## src/rtl/input_buffer_writer.sv

```systemverilog
// Acquisition-side frame writer for the analyser input buffer, with start pulse and done re-arm.
// Optional level-crossing capture trigger is enabled by defining CAPTURE_TRIGGER_EN.
module input_buffer_writer #(
  parameter int ADDR_W     = 10,
  parameter int DATA_W     = 16,
  parameter int START_LEN  = 10,
  parameter int TRIG_LEVEL = 0
) (
  input  logic              CLOCK_50,
  input  logic              rst_n,
  input  logic              arm_i,
  input  logic              continuous_i,
  input  logic [DATA_W-1:0] sample_i,
  input  logic              sample_valid_i,
  input  logic              done_i,
  output logic              wr_en_o,
  output logic [ADDR_W-1:0] wr_addr_o,
  output logic [DATA_W-1:0] wr_data_o,
  output logic              start_o,
  output logic              busy_o,
  output logic              overrun_o,
  output logic [7:0]        frame_cnt_o
);

  localparam logic [ADDR_W-1:0] LAST_ADDR   = {ADDR_W{1'b1}};
  localparam logic [7:0]        START_LEN_C = 8'(START_LEN);

`ifdef CAPTURE_TRIGGER_EN
  typedef enum logic [2:0] {
    IDLE      = 3'd0,
    FILL      = 3'd1,
    START     = 3'd2,
    WAIT_DONE = 3'd3,
    ARM       = 3'd4
  } state_t;
  localparam state_t ENTRY = ARM;
  localparam logic signed [DATA_W-1:0] TRIG_S = DATA_W'(TRIG_LEVEL);
`else
  typedef enum logic [1:0] {
    IDLE      = 2'd0,
    FILL      = 2'd1,
    START     = 2'd2,
    WAIT_DONE = 2'd3
  } state_t;
  localparam state_t ENTRY = FILL;
`endif

  state_t              state_r, state_s;
  logic [ADDR_W-1:0]   cnt_r, cnt_s;
  logic [7:0]          scnt_r, scnt_s;
  logic                wr_en_r, wr_en_s;
  logic [ADDR_W-1:0]   wr_addr_r, wr_addr_s;
  logic [DATA_W-1:0]   wr_data_r, wr_data_s;
  logic                start_r, start_s;
  logic                busy_r, busy_s;
  logic                overrun_r, overrun_s;
  logic [7:0]          frame_cnt_r, frame_cnt_s;
`ifdef CAPTURE_TRIGGER_EN
  logic signed [DATA_W-1:0] prev_r, prev_s;
  logic                     have_prev_r, have_prev_s;
`endif

  // Next-state and next-output logic for the capture sequencer.
  always_comb begin
    state_s     = state_r;
    cnt_s       = cnt_r;
    scnt_s      = scnt_r;
    wr_en_s     = 1'b0;
    wr_addr_s   = wr_addr_r;
    wr_data_s   = wr_data_r;
    start_s     = 1'b0;
    overrun_s   = overrun_r;
    frame_cnt_s = frame_cnt_r;
`ifdef CAPTURE_TRIGGER_EN
    prev_s      = prev_r;
    have_prev_s = 1'b0;
`endif
    case (state_r)
      IDLE: begin
        if (arm_i) begin
          state_s   = ENTRY;
          cnt_s     = '0;
          overrun_s = 1'b0;
        end else begin
          state_s   = IDLE;
        end
      end
`ifdef CAPTURE_TRIGGER_EN
      ARM: begin
        have_prev_s = have_prev_r;
        if (sample_valid_i) begin
          // The crossing sample is the first sample of the frame.
          if (have_prev_r && (prev_r < TRIG_S) && ($signed(sample_i) >= TRIG_S)) begin
            wr_en_s   = 1'b1;
            wr_addr_s = '0;
            wr_data_s = sample_i;
            cnt_s     = ADDR_W'(1);
            state_s   = FILL;
          end else begin
            state_s   = ARM;
          end
          prev_s      = $signed(sample_i);
          have_prev_s = 1'b1;
        end else begin
          state_s = ARM;
        end
      end
`endif
      FILL: begin
        if (sample_valid_i) begin
          wr_en_s   = 1'b1;
          wr_addr_s = cnt_r;
          wr_data_s = sample_i;
          if (cnt_r == LAST_ADDR) begin
            cnt_s       = '0;
            scnt_s      = 8'd0;
            frame_cnt_s = frame_cnt_r + 8'd1;
            state_s     = START;
          end else begin
            cnt_s       = cnt_r + ADDR_W'(1);
          end
        end else begin
          cnt_s = cnt_r;
        end
      end
      START: begin
        if (sample_valid_i) begin
          overrun_s = 1'b1;
        end else begin
          overrun_s = overrun_r;
        end
        if (scnt_r < START_LEN_C) begin
          start_s = 1'b1;
          scnt_s  = scnt_r + 8'd1;
        end else begin
          scnt_s  = 8'd0;
          state_s = WAIT_DONE;
        end
      end
      WAIT_DONE: begin
        if (sample_valid_i) begin
          overrun_s = 1'b1;
        end else begin
          overrun_s = overrun_r;
        end
        if (done_i) begin
          state_s = continuous_i ? ENTRY : IDLE;
        end else begin
          state_s = WAIT_DONE;
        end
      end
      default: begin
        state_s = IDLE;
      end
    endcase
    busy_s = (state_s != IDLE);
  end

  // State and registered-output update.
  always_ff @(posedge CLOCK_50 or negedge rst_n) begin
    if (!rst_n) begin
      state_r     <= IDLE;
      cnt_r       <= '0;
      scnt_r      <= 8'd0;
      wr_en_r     <= 1'b0;
      wr_addr_r   <= '0;
      wr_data_r   <= '0;
      start_r     <= 1'b0;
      busy_r      <= 1'b0;
      overrun_r   <= 1'b0;
      frame_cnt_r <= 8'd0;
`ifdef CAPTURE_TRIGGER_EN
      prev_r      <= '0;
      have_prev_r <= 1'b0;
`endif
    end else begin
      state_r     <= state_s;
      cnt_r       <= cnt_s;
      scnt_r      <= scnt_s;
      wr_en_r     <= wr_en_s;
      wr_addr_r   <= wr_addr_s;
      wr_data_r   <= wr_data_s;
      start_r     <= start_s;
      busy_r      <= busy_s;
      overrun_r   <= overrun_s;
      frame_cnt_r <= frame_cnt_s;
`ifdef CAPTURE_TRIGGER_EN
      prev_r      <= prev_s;
      have_prev_r <= have_prev_s;
`endif
    end
  end

  assign wr_en_o     = wr_en_r;
  assign wr_addr_o   = wr_addr_r;
  assign wr_data_o   = wr_data_r;
  assign start_o     = start_r;
  assign busy_o      = busy_r;
  assign overrun_o   = overrun_r;
  assign frame_cnt_o = frame_cnt_r;

endmodule

```

## config.mk

```make
export PLATFORM = sky130hd
export DESIGN_NAME = input_buffer_writer
export DESIGN_NICKNAME = d
export VERILOG_FILES = /design/src/rtl/input_buffer_writer.sv
export SDC_FILE = /design/constraint.sdc
export NUM_CORES = 1
export LEC_CHECK = 0
export ABC_CLOCK_PERIOD_IN_PS = 2690
export BUFFER_PORTS_ARGS = -buffer_cell sky130_fd_sc_hd__clkbuf_2
export CORE_ASPECT_RATIO = 0.7
export CORE_UTILIZATION = 53
export CTS_BUF_LIST = sky130_fd_sc_hd__clkbuf_16
export CTS_CLUSTER_SIZE = 24
export DETAILED_ROUTE_END_ITERATION = 8
export GPL_TIMING_DRIVEN = 0
export PLACE_DENSITY = 0.79
export REMOVE_ABC_BUFFERS = 1
export SYNTH_ARGS = -nofsm -noshare
export SYNTH_HDL_FRONTEND = slang
export SYNTH_SLANG_ARGS = --single-unit
```

## constraint.sdc

```tcl
create_clock -name CLOCK_50 -period 2.69 [get_ports CLOCK_50]
set_clock_uncertainty 0.15 [all_clocks]
set_input_delay 0 -clock CLOCK_50 [delete_from_list [all_inputs] [get_ports CLOCK_50]]
set_output_delay 0 -clock CLOCK_50 [all_outputs]
set_load 0.03 [all_outputs]
```

==> results.sh <==
export IMPL_synth_edff_count=0
export IMPL_ys_ff_latch=58
export IMPL_final_fill_count=280
export IMPL_gp_congestion=0.801
export IMPL_path_max_fanout=15
export IMPL_initialDrtViolationCount=86
export IMPL_fin_crit_ps=2160
export IMPL_overflow=0
export IMPL_fp_dieArea_um2=4960
export IMPL_grt_max_degree=35
export IMPL_synthFlopType="dfrtp_1"
export IMPL_final_cell_mix="84 x nand2_1, 59 x clkbuf_2, 58 x dfrtp_1"
export IMPL_final_common_cell="nand2_1"
export IMPL_die_x_um=83.7
export IMPL_cts_reportedPaths_clkPinSlew_ps=50
export IMPL_wl_um=5470
export IMPL_vias=2053
export IMPL_p_leak_nw=1.75
export IMPL_synth_mux_area_frac=0.0172
export IMPL_fin_setup_tns_ps=0
export IMPL_fin_nets=359
export IMPL_synth_top_family_by_area="simple AND/OR/NAND/NOR gates"
export IMPL_p_per_area_nw_per_um2=781
export IMPL_ys_types=42
export IMPL_regArea_um2=1450
export IMPL_holdWs_ps=22.0
export IMPL_clock_latency_ps=320
export IMPL_max_slew_worst_pin_slew_ps=653
export IMPL_rows=20
export IMPL_final_layout_size_suffix_gt1_frac=0.283
export IMPL_synth_xor_area_share=0.0460
export IMPL_grt_pass1_wl_um=9380
export IMPL_slew_violations=0
export IMPL_die_y_um=59.2
export IMPL_cts_htree_levels=3
export IMPL_avgSynthCellArea_um2=10.1
export IMPL_area_growth_pct=36.2
export IMPL_yosysWarnings=0
export IMPL_power_total_mw=2.64
export IMPL_ir_worst_vdd_uv=611
export IMPL_yosys_area_share_adder=0.0152
export IMPL_cts_buffers=9
export IMPL_setup_viol=0
export IMPL_hold_path_class="primary input to register"
export IMPL_post_route_period_util=0.804
export IMPL_cts_buffer_depth=2
export IMPL_antenna_found_initial=0
export IMPL_drc_errors=0
export IMPL_max_freq_ghz=0.462
export IMPL_status="complete, no violations"
export IMPL_cts_tree="built"
export IMPL_initial_utilization=0.563
export IMPL_crit_arrival_ps=2220
export IMPL_multi_input_comb_area_um2=991
export IMPL_hpwlAfterDp_um=3280
export IMPL_wl_per_cell_um=13.9
export IMPL_cts_num_sinks=58
export IMPL_hold_violations=0
export IMPL_dr_pass1_iters=4
export IMPL_synth_simple_gate_area_frac=0.266
export IMPL_via_per_inst=5.21
export IMPL_final_area_um2=3370
export IMPL_synth_compound_area_frac=0.0530
export IMPL_seq_area_frac_synth=0.586
export IMPL_max_slew_margin=0.565
export IMPL_layoutNonFillerInstCount=394
export IMPL_path_class="register to register"
export IMPL_track_usage=0.255
export IMPL_cap_viol_max_count=0
export IMPL_ys_top_cells_by_area="dfrtp_1 59%, nand2_1 13%, xnor2_1 3.2%, ha_1 1.5%, nor3_1 1.4%"
export IMPL_root_buffer="clkbuf_16"
export IMPL_synthArstFlopShare=1.00
export IMPL_core_area_um2=4400
export IMPL_port_buffers=59
export IMPL_crit_path_start_kind="register"
export IMPL_dp_cells=352
export IMPL_ioPinCount=60
export IMPL_end_kind="register"
export IMPL_synthCells=245
export IMPL_place_area_um2=2830
export IMPL_postRouteAntennaNets=0
export IMPL_synth_top_area_frac=0.586
export IMPL_synth_top_cell_by_area="dfrtp_1"
export IMPL_syn_area_um2=2480
export IMPL_cp_required_ps=2750
export IMPL_grt_pass1_vias=2008
export IMPL_rsz0062_at_grt="no"
export IMPL_n_antenna_cell=0
==> final timing paths <==
path,from,endpoint,slack [ps],depth (start not counted)
min reg2reg,wr_addr_o[4],wr_addr_o[4],320,2
max reg2reg,state_r[1],scnt_r[2],530,5
max,state_r[1],scnt_r[2],530,5
min in group asynchronous,rst_n,frame_cnt_o[2],100,2
max in group asynchronous,rst_n,cnt_r[4],1690,3
min,arm_i,cnt_r[8],20,4
==> critical path: stages, from the launching register on <==
cell and delay [ps]:
dfrtp_1 530, nand3b_1 250, buf_4 190, nor4_4 400, nor2_2 150, a221o_1 370
==> what timing repair did <==
item	4_1_cts	5_1_grt
setup buffers	4	0
endpoints found under the hold margin	69	0
resized for setup	1	0
hold buffers	21	0
setup endpoints to repair	42	0
==> sequential cells by signal, summed over array words and instances, names as in the netlist <==
register,count
wr_data_o,16
cnt_r,10
wr_addr_o,10
frame_cnt_o,8
scnt_r,8
state_r,2
busy_o,1
overrun_o,1
start_o,1
wr_en_o,1
==> per-layer routing <==
| layer | wire, um | global-route usage |
|---|---|---|
| met5 | 0 | 0 |
| met3 | 330 | 0.103 |
| met1 | 2570 | 0.327 |
| met4 | 64 | 0.0581 |
| met2 | 2500 | 0.416 |
==> area by class of cell <==
type / instances / area share
Tap cell: 55 / 0.0204
Clock inverter: 7 / 0.0208
Inverter: 3 / 0.00371
Clock buffer: 9 / 0.0667
Multi-Input combinational cell: 177 / 0.294
Timing Repair Buffer: 85 / 0.165
Sequential cell: 58 / 0.430
==> cell usage after synthesis, types with 2 or more instances <==
master,instances
nand2_1,84
dfrtp_1,58
nor2_1,9
xnor2_1,9
clkbuf_1,7
nor3_1,7
o21ai_0,7
nand3_1,5
a21oi_1,4
and2_2,4
nand4_1,4
nor4_1,4
xor2_1,4
ha_1,3
nor2b_1,3
a21o_1,2
inv_1,2
mux2_2,2
mux2i_1,2
nand2b_1,2
nand3b_1,2
==> power breakdown <==
part / leakage [nW] / switching, mW / internal [mW] / total (mW)
registers: 0.737 / 0.109 / 0.982 / 1.09
clock network: 0.145 / 0.382 / 0.712 / 1.09
logic: 0.871 / 0.290 / 0.162 / 0.451
total: 1.75 / 0.781 / 1.86 / 2.64
==> per-stage QoR <==
step                 util  worst slack, ps
floorplan               -             84.0
global placement    0.638             -810
detailed placement  0.643             -851
CTS                 0.766              527
global route        0.766              364
finish              0.766              527
==> kinds of logic after synthesis <==
logic type | after synthesis
xor gates and xnor gates | 13
muxes | 4
and+or+nand+nor | 136
buffers and inverters | 11
DFF | 58
adders and majority gates | 3
AOI/OAI and AO/OA | 20
No activity file was read; power rests on OpenSTA's default activity.
